<file path="config.mk">
export PLATFORM = sky130hd
export DESIGN_NAME = tdm_demux16
export DESIGN_NICKNAME = d
export VERILOG_FILES = /design/src/rtl/tdm_demux16.sv
export SDC_FILE = /design/constraint.sdc
export NUM_CORES = 1
export LEC_CHECK = 0
export BUFFER_PORTS_ARGS = -buffer_cell sky130_fd_sc_hd__buf_2
export CORE_MARGIN = 8
export CORE_UTILIZATION = 51
export CTS_CLUSTER_SIZE = 20
export DETAILED_ROUTE_END_ITERATION = 10
export PLACE_DENSITY = 0.83
export SYNTH_ARGS = -nofsm -noshare
export SYNTH_HDL_FRONTEND = slang
export SYNTH_SLANG_ARGS = --single-unit
</file>
<file path="constraint.sdc">
create_clock -name clk -period 1.51 [get_ports clk]
set_input_delay 0.0755 -clock clk [delete_from_list [all_inputs] [get_ports clk]]
set_output_delay 0.0755 -clock clk [all_outputs]
set_load 0.01 [all_outputs]
</file>
<file path="src/rtl/tdm_demux16.sv">
`default_nettype none
// ============================================================================
//  Module   : tdm_demux16
//  Purpose  : Serial TDM frame receiver. A sync strobe marks slot 0; each
//             en-qualified cycle captures one din bit into a shadow register.
//             A complete frame is published on dout (slot k -> dout[k]) with
//             a one-cycle dout_valid pulse; a sync that arrives mid-frame
//             discards the partial frame and pulses frame_err.
//  Option   : PARITY_CHECK_EN -- when defined, frames are 17 slots and
//             slot 16 carries an even-parity bit over the 16 data bits; a
//             parity mismatch pulses frame_err and leaves dout untouched.
//  Revision : 1.0 - initial release
// ============================================================================
module tdm_demux16 (
  input  logic        clk,
  input  logic        rst_n,
  input  logic        en,
  input  logic        sync,
  input  logic        din,
  output logic [15:0] dout,
  output logic        dout_valid,
  output logic        frame_err,
  output logic [4:0]  slot
);

`ifdef PARITY_CHECK_EN
  localparam int unsigned c_nslots = 17;
`else
  localparam int unsigned c_nslots = 16;
`endif
  localparam logic [4:0] c_last_slot = 5'(c_nslots - 1);

  typedef enum logic [0:0] {
    S_IDLE = 1'b0,
    S_RECV = 1'b1
  } state_t;

  state_t                state_q;
  logic [4:0]            slot_q;
  logic [c_nslots-1:0]   shadow_q;
  logic [c_nslots-1:0]   shadow_d;
  logic [15:0]           dout_q;
  logic                  dout_valid_q;
  logic                  frame_err_q;
  logic                  w_last_slot;
  logic                  w_parity_ok;

  // Shadow image with the current din merged into the slot being captured;
  // used both for ordinary capture and for the final-slot publish/check.
  always_comb begin
    shadow_d = shadow_q;
    for (int i = 0; i < c_nslots; i++) begin
      if (slot_q == 5'(i)) begin
        shadow_d[i] = din;
      end
    end
  end

  assign w_last_slot = (slot_q == c_last_slot);

`ifdef PARITY_CHECK_EN
  // Even parity: data bits plus parity bit must XOR to zero.
  assign w_parity_ok = ~(^shadow_d);
`else
  assign w_parity_ok = 1'b1;
`endif

  // Frame FSM: slot tracking, shadow capture and registered status outputs.
  always_ff @(posedge clk or negedge rst_n) begin
    if (!rst_n) begin
      state_q      <= S_IDLE;
      slot_q       <= 5'd0;
      shadow_q     <= '0;
      dout_q       <= 16'h0000;
      dout_valid_q <= 1'b0;
      frame_err_q  <= 1'b0;
    end else begin
      // Status outputs are single-cycle pulses by default.
      dout_valid_q <= 1'b0;
      frame_err_q  <= 1'b0;
      if (en) begin
        case (state_q)
          S_IDLE: begin
            // Bits arriving before a sync are not part of any frame.
            if (sync) begin
              shadow_q <= {{(c_nslots-1){1'b0}}, din};
              slot_q   <= 5'd1;
              state_q  <= S_RECV;
            end
          end
          S_RECV: begin
            if (sync) begin
              // Early sync: drop the partial frame and restart at slot 0.
              frame_err_q <= 1'b1;
              shadow_q    <= {{(c_nslots-1){1'b0}}, din};
              slot_q      <= 5'd1;
            end else if (w_last_slot) begin
              state_q  <= S_IDLE;
              slot_q   <= 5'd0;
              shadow_q <= '0;
              if (w_parity_ok) begin
                dout_q       <= shadow_d[15:0];
                dout_valid_q <= 1'b1;
              end else begin
                frame_err_q  <= 1'b1;
              end
            end else begin
              shadow_q <= shadow_d;
              slot_q   <= slot_q + 5'd1;
            end
          end
          default: begin
            state_q <= S_IDLE;
            slot_q  <= 5'd0;
          end
        endcase
      end
    end
  end

  assign dout       = dout_q;
  assign dout_valid = dout_valid_q;
  assign frame_err  = frame_err_q;
  assign slot       = slot_q;

endmodule
`default_nettype wire

</file>
; ---- Word-level counts from Yosys, hierarchy flattened
; Cells that the tools add are included.
; W data, S select, Z words.
[totals]
reg_bits = 40
in_bits = 5
wordCells = 62
out_inout_bits = 23
[classes]
n_bitwise = 2
mux = 34
n_addsub = 1
n_reduce_logical = 3
eq_ne = 16
[ops]
columns = cell, n
row1 = $mux W16, 3
row2 = $eq A5 B4 Y1 const B, 8
row3 = $pmux W16 S2, 1
row4 = $mux W1, 25
row5 = $eq A5 B3 Y1 const B, 4
row6 = $mux W5, 3
row7 = $eq A5 B2 Y1 const B, 2
row8 = $pmux W5 S2, 1
row9 = $add A5 B1 Y5 const B, 1
row10 = $eq A5 B1 Y1 const B, 1
row11 = $logic_not A5 Y1, 1
row12 = $reduce_and A4 Y1, 1
row13 = $ne A2 B2 Y1 const B, 1
row14 = $not A1 Y1, 2
row15 = $pmux W1 S2, 1
row16 = $reduce_and A2 Y1, 1

; ---- Depth between registers and ports, before layout
; Gate-level depths: netlist of the first run.
[depth]
depth_word = 5
ltp_mapped = 6
ltp_nobuf = 5

; ---- Least setup slack after synthesis of the first run
; No wires, ideal clock.
[synth_timing]
kind = reg2reg
start = register slot_q[0], in the netlist slot[0]
end = register shadow_q[10]
required_time_ns = 1.434
setup_ns = 0.076
stages_incl_launch_ff = 7
synth_period_minus_slack_ns = 1.722
path_buffers = 2
setup_slack_ns = -0.212
arrival_time_ns = 1.646
path_cell_list = dfrtp_1 -> ha_1 -> and4b_1 -> or4_1 -> buf_2 -> buf_6 -> o21ai_1
[synth_via]
elab_chain_len = 5
elab_cells_between_ends = 6
classes_between = eq/ne: 2 / mux: 4
[synth_rtl]
columns = element, line
row1 = start: declaration, 39  ; logic [4:0] slot_q;
row2 = start signal: assignment, 109  ; slot_q <= slot_q + 5'd1;
row3 = $eq A5 B4 Y1, 53  ; if (slot_q == 5'(i)) begin
row4 = $mux W1, 53
row5 = $mux W16 (*), 97  ; end else if (w_last_slot) begin
row6 = $mux W16 (*), 92  ; if (sync) begin
row7 = $pmux W16 S2 (*), 82  ; case (state_q)
row8 = end signal: assignment, 86  ; shadow_q <= {{(c_nslots-1){1'b0}}, din};
row9 = end signal: assignment, 95  ; shadow_q <= {{(c_nslots-1){1'b0}}, din};
row10 = end signal: assignment, 108  ; shadow_q <= shadow_d;
row11 = end: declaration, 40  ; logic [c_nslots-1:0] shadow_q;
; Every way passes the cells marked *; elsewhere a longest branch is shown, timed or not.
; A chain may end at the register's enable or synchronous reset.

; ---- Final worst setup path of the first run
[layout_timing]
start = register slot_q[0], in the netlist slot[0]
end = register shadow_q[0]
[layout_via]
elab_chain_len = 5
elab_cells_between_ends = 6
classes_between = eq/ne: 1 / mux: 4 / reduce/logical: 1
[layout_rtl]
columns = element, line
row1 = $logic_not A5 Y1, 53
row2 = $mux W1, 53
row3 = $mux W16 (*), 97
row4 = $mux W16 (*), 92
row5 = $pmux W16 S2 (*), 82
; Marks and branches as above.

==> key figures, run 1 <==
Status
  – Outcome: complete, but fails checks
  – Violated checks: setup timing

Pwr
  – LEAKAGE: 0.001195 uW
  – Overall Power: 2893 uW
  – VDD IR-drop max: 776.3 uV
  – Pint: 2096 uW
  – Comb power frac: 23.0%
  – Switch share: 27.54%
  – Seq pwr share: 40.4%
  – Power density cells: around 1100 nW/um^2
  – Clock Power Share: 36.6%
  – Reported net switching power: 796.6 uW

Global routing
  – Largest net degree at the start of global routing: 40
  – All-Layer GR Usage: approximately 16%
  – Initial antenna violation count: 0
  – Number of global-route vias before repair: 1650
  – First-pass GRT wire length: 7.845 mm
  – Remaining Overflow, GRT: 0

STA
  – TNS Setup: -2.553 ns
  – Unrepaired setup endpoints after global routing: true
  – Hold_ws: between 0.08 and 0.09 ns
  – PnR worst setup slack: -0.1332 ns
  – Final Hold Viols: 0
  – Pins over their slew limit: 0
  – Layout Skew: 0.008171 ns
  – Fin crit share: 108.8%
  – Max Clk Rate: 0.6086 GHz
  – Tmin final: 1.643 ns
  – Max-slew headroom: 64.89%
  – Final setup viols: 29
  – Worst-Margin Slew: 0.5247 ns

Synth
  – Syn_area_per_cell: 10.78 sq um
  – Cell variety after synth: 32
  – Area contributors post-synth: dfrtp_1, mux2i_1, o21ai_0
  – Share of the synthesized area in the top cell type: 50.00%
  – Sequential area share after synthesis: 50.00%
  – Ys Warns: 0
  – Post-Synthesis Net Count: 190
  – Post-synth top area cell: dfrtp_1
  – #FFs+latches synth: 39
  – Post-synth ARST share: 100.0%
  – Synth Instances: around 180
  – Post-synth EDFFs: 0
  – Top FF cell, synth: dfrtp_1
  – Syn Std Cell Area: 1952 sq um

Layout
  – Fraction of layout cells with a size suffix above 1: 45.65%
  – Cell area after layout: 2671 sq um
  – Ant. Diodes: 0
  – NumNets Final: around 240
  – Area Overhead vs Synth: 36.86%

Placed design
  – DP Worst Slack: -0.2215 ns
  – DP Wirelength: 3.046 mm
  – PortBufs: 27
  – Placed inst area: 2316 sq um
  – Placer Congestion: 0.8471

Flow run
  – Max-Cap Viols: 0

Worst setup path
  – Critical path class: register to register
  – CP max stage delay: 0.45 ns
  – Worst setup SP type: register
  – CP delay by family, top: simple AND/OR/NAND/NOR gates
  – FF-to-FF path depth: 5
  – Crit-path cells: ha_4 -> and4b_1 -> or4_4 -> buf_6 -> o21ai_2
  – Critical Path Stages: 5
  – Setup crit end kind: register
  – Slowest cell on the critical path: dfrtp_2
  – Crit Path Max Fanout: 8
  – WP buf/inv: 1
  – WP data arrival: between 1.5 and 2 ns
  – CP required: approximately 1.7 ns

Route
  – DR vias/cell: 5.558
  – DRC: 0
  – Initial DRT Pass Iterations: 4
  – Vias: roughly 1500
  – Post-route ant nets: 0
  – DRT Wirelength: just under 5 mm
  – Starting DRC count in detailed routing: about 100
  – Routed wire per std cell: 17.60 um

Clock network
  – CTS root buffer: clkbuf_8
  – Worst-path clk slew: 0.09 ns
  – H-Tree Depth: 2
  – CTS tree: done
  – CTS Buf Count: 5
  – Worst-skew pair later-pin latency: 0.30 ns
  – Max Root-Sink Buffers: 2
  – CTS Sinks: 39

Die
  – Placeable Area: 3661 sq um
  – Die Ht: about 80 um
  – IO Count: 28
  – Die ar.: a little over 6000 sq um
  – Die W: slightly below 80 um
  – Initial Util: 53.32%
  – Row count: 22

Min path
  – Hold Path Class: input port to register
  – Hold Path Stages: 3
power by group through the flow:
stage / Combinational [uW] / Sequential (uW) / Clock, uW
detailed placement: 540 / 1180 / 0
global route: 715 / 1180 / 1100
finish: 665 / 1170 / 1060
floorplan: 273 / 1190 / 0
CTS: 618 / 1160 / 1070
global placement: 524 / 1180 / 0
metrics by stage:
stage	utilization [%]	cells
3_3_place_gp	63.26	267
5_1_grt	72.97	278
6_report	72.97	278
3_5_place_dp	63.26	267
4_1_cts	70.57	278
2_1_floorplan	-	181
routing by layer:
layer,vias up,global-route usage [%],wire [um]
met5,-,0,0
li1,730,-,-
met1,770,19.82,2226
met3,8,5.069,210
met2,37,24.90,2335
met4,0,10.19,121
worst reg2reg max path, cell delays in order (launching register included):
cell     delay [ns]
dfrtp_2        0.45
ha_4           0.19
and4b_1        0.20
or4_4          0.44
buf_6          0.17
o21ai_2        0.13
layout by cell type (no fill, tap or decap), drive strengths merged, types with 2 or more instances in the layout:
cell,count
mux2i,30
ha,4
a31oi,2
dfrtp,39
buf,54
nor2,2
nand2,12
clkbuf,5
and4bb,6
o21ai,28
or4,2
nor4bb,2
nand4b,4
bufinv,2
inv,20
nor4b,4
final cells by class:
type | instances | area, sq um
fillers | 249 | 989.7
flip-flops and latches | 39 | 979.7
multi-input cells | 108 | 1041
well taps | 48 | 60.06
repair buffers | 55 | 379.1
clock inverters | 3 | 67.56
inverters | 20 | 75.07
clock buffers | 5 | 68.82
kinds of logic after synthesis:
group,Yosys count,synth area share [%]
AO/OA/AOI/OAI,35,10.00
adder cells (fa/ha/maj),4,2.564
buffers and inverters,34,7.500
flip-flops,39,50.00
multiplexers,31,15.96
AND/OR/NAND/NOR,38,13.97
state kept, by name, indices dropped and copies added, names as in the netlist:
signal and cells:
dout_valid 1, dout 16, shadow_q 15, state_q 1
slot 5, frame_err 1
final timing paths:
kind / end / slack [ns] / startpoint
max in group asynchronous: slot[1] / 0.77 / rst_n
min: state_q / 0.08 / en
min in group asynchronous: dout[5] / 0.37 / rst_n
min reg2reg: shadow_q[7] / 0.51 / shadow_q[7]
max: shadow_q[0] / -0.13 / slot[0]
max reg2reg: shadow_q[0] / -0.13 / slot[0]
timing repair:
item | in CTS | in global routing
hold buffers | 1 | 0
endpoints found under the hold margin | 39 | 0
setup buffers | 2 | 0
pin swaps | 4 | 2
endpoints found under the setup margin | 32 | 32
resized for setup | 27 | 20
cells in the mapped netlist, types with 2 or more instances:
| cell | number |
|---|---|
| o21ai_0 | 16 |
| nor4bb_1 | 2 |
| or4_1 | 2 |
| clkbuf_1 | 5 |
| mux2i_1 | 30 |
| nand2_1 | 12 |
| o21ai_1 | 11 |
| ha_1 | 4 |
| nor2_1 | 2 |
| and4bb_2 | 6 |
| nor4b_1 | 4 |
| inv_1 | 20 |
| dfrtp_1 | 39 |
| nand4b_1 | 4 |
| a31oi_1 | 2 |
| buf_2 | 6 |
(Power assumes the default switching activity.)
==> run 2, diff against run 1 <==
- PLACE_DENSITY: 0.83 -> unset
- PLACE_DENSITY_LB_ADDON: unset -> 0.15
==> key figures, run 2 (synthesized netlist as in run 1, its figures left out) <==
Clock network
  – Worst-path clk slew: 0.08 ns (about the same)
  – CTS Sinks: 39 (unchanged)
  – Max Root-Sink Buffers: 2 (unchanged)
  – CTS root buffer: clkbuf_8
  – CTS Buf Count: 5 (unchanged)
  – Worst-skew pair later-pin latency: 0.29 ns (about the same)
  – H-Tree Depth: 2 (unchanged)
  – CTS tree: done

Layout
  – End-of-flow core utilization: 72.25% (-0.72 points)
  – Fraction of layout cells with a size suffix above 1: 41.20% (-4.5 points)
  – Commonest non-fill, non-tap cell in the layout: dfrtp_1
  – Filler cell count in the final layout: 269 (+8.0%)
  – Max FFs per register: 16 (unchanged)
  – Most frequent cells in the layout: dfrtp_1, mux2i_1, buf_2
  – Sequential cell area: 979.7 sq um (unchanged)
  – NumNets Final: 241 (+1.3%)
  – Multi-input gate area: 1011 sq um (-2.9%)
  – Area Overhead vs Synth: 35.51%
  – Ant. Diodes: 0 (unchanged)

Global routing
  – All-Layer GR Usage: 16.43% (+0.040 points)
  – Number of global-route vias before repair: 1666 (+0.97%)
  – Remaining Overflow, GRT: 0 (unchanged)
  – Initial antenna violation count: 0 (unchanged)
  – First-pass GRT wire length: 8.079 mm (+3.0%)
  – Largest net degree at the start of global routing: 29 (-28%)

Pwr
  – VDD IR-drop max: 664.1 uV (-14%)
  – Reported net switching power: 754.9 uW (-5.2%)
  – Pint: 1956 uW (-6.7%)
  – Seq pwr share: 42.9% (+2.5 points)
  – Clock Power Share: 33.1% (-3.5 points)
  – Comb power frac: 24.0% (+1.0 points)
  – Power density cells: 1025 nW/um^2 (-5.4%)
  – Switch share: 27.85% (+0.31 points)
  – Overall Power: 2711 uW (-6.3%)
  – LEAKAGE: 0.001195 uW (about the same)

Route
  – Initial DRT Pass Iterations: 4 (unchanged)
  – Post-route ant nets: 0 (unchanged)
  – DRC: 0 (unchanged)
  – DR vias/cell: 5.722 (+3.0%)
  – Vias: 1608 (+4.1%)
  – DRT Wirelength: 5.046 mm (+3.1%)
  – Starting DRC count in detailed routing: 80 (-22%)
  – Routed wire per std cell: 17.96 um (+2.0%)

STA
  – Pins over their slew limit: 0 (unchanged)
  – Unrepaired setup endpoints after global routing: true
  – Max Clk Rate: 0.6092 GHz (about the same)
  – Hold_ws: 0.1085 ns (+0.02491 ns)
  – Fin crit share: 108.7% (about the same)
  – Worst-Margin Slew: 0.6318 ns (+0.1072 ns)
  – Tmin final: 1.642 ns (-0.001629 ns)
  – Final Hold Viols: 0 (unchanged)
  – Final setup viols: 27 (-6.9%)
  – PnR worst setup slack: -0.1316 ns (+0.001629 ns)
  – Max-slew headroom: 57.88% (-7.0 points)
  – Layout Skew: 0.006000 ns (-0.002171 ns)
  – TNS Setup: -2.334 ns (+0.2192 ns)

Status
  – Outcome: complete, but fails checks
  – Violated checks: setup timing

Worst setup path
  – Critical Path Stages: 5 (unchanged)
  – FF-to-FF path depth: 5 (unchanged)
  – Worst setup SP type: register
  – CP delay by family, top: simple AND/OR/NAND/NOR gates
  – Critical path class: register to register
  – Setup crit end kind: register
  – CP required: 1.72 ns (-0.02 ns)
  – Crit-path cells: ha_4 -> and4b_1 -> or4_4 -> buf_6 -> o21ai_1
  – Crit Path Max Fanout: 9 (+1)
  – CP max stage delay: 0.44 ns (about the same)
  – Slowest cell on the critical path: dfrtp_2
  – WP buf/inv: 1 (unchanged)
  – WP data arrival: 1.86 ns (about the same)

Die
  – Die ar.: 6063 sq um (unchanged)
  – Initial Util: 53.32% (unchanged)
  – Die Ht: 77.87 um (unchanged)
  – Row count: 22 (unchanged)
  – IO Count: 28 (unchanged)
  – Die W: 77.87 um (unchanged)
  – Placeable Area: 3661 sq um (unchanged)

Flow run
  – Max-Cap Viols: 0 (unchanged)

Min path
  – Hold Path Stages: 3 (unchanged)
  – Hold Path Class: input port to register

Placed design
  – DP Wirelength: 3.275 mm (+7.5%)
  – PortBufs: 27 (unchanged)
  – Placer Congestion: 0.8199 (-3.2%)
-- run 2: through the flow --
step                      worst slack, ns  cells  area, sq um
after floorplan                   -0.1324    181         1996
after global placement            -0.1336    266         2296
after detailed placement          -0.2138    266         2296
after CTS                         -0.1130    278         2570
after global routing              -0.1758    281         2645
final                             -0.1316    281         2645
-- run 2: path summary, 6_finish.rpt --
| path | from | end | slack (ns) |
|---|---|---|---|
| worst max register to register | slot[0] | shadow_q[10] | -0.13 |
| min in group asynchronous | rst_n | slot[2] | 0.34 |
| worst min register to register | shadow_q[9] | shadow_q[9] | 0.50 |
| worst max-delay path | slot[0] | shadow_q[10] | -0.13 |
| worst min-delay path | en | state_q | 0.11 |
| max in group asynchronous | rst_n | dout[15] | 0.62 |
-- run 2: routing by layer --
metal / vias to the layer above / GRT usage, % / part of all wire, %
li1: 739 / - / -
met1: 796 / 19.52 / 43
met2: 61 / 27.49 / 49
met3: 12 / 5.069 / 5.8
met4: 0 / 5.472 / 1.8
met5: - / 0 / 0
-- run 2: final cells by class --
| type | count | share of cell area, % |
|---|---|---|
| clock buffers | 6 | 3.122 |
| clock inverters | 2 | 1.325 |
| inverters | 20 | 3.027 |
| multi-input cells | 108 | 38.22 |
| flip-flops and latches | 39 | 37.04 |
| well taps | 48 | 2.271 |
| repair buffers | 58 | 15.00 |
-- run 2: worst min-delay path: cells and delay by family --
| kind | cells | cell delay, ns |
|---|---|---|
| buffers and inverters | 1 | 0.16 |
| and+or+nand+nor | 2 | 0.13 |
-- run 2: timing repair --
action	4_1_cts	5_1_grt
endpoints found under the setup margin	27	32
hold endpoints to repair	26	0
setup buffers	3	3
hold buffers	1	0
pin swaps	3	2
resized for setup	30	10
-- run 2: power groups by stage --
stage	registers [uW]	logic [uW]	clock network [uW]
floorplan	1190	273	0
detailed placement	1180	495	0
finish	1160	650	898
global route	1170	707	954
CTS	1160	610	912
global placement	1170	479	0
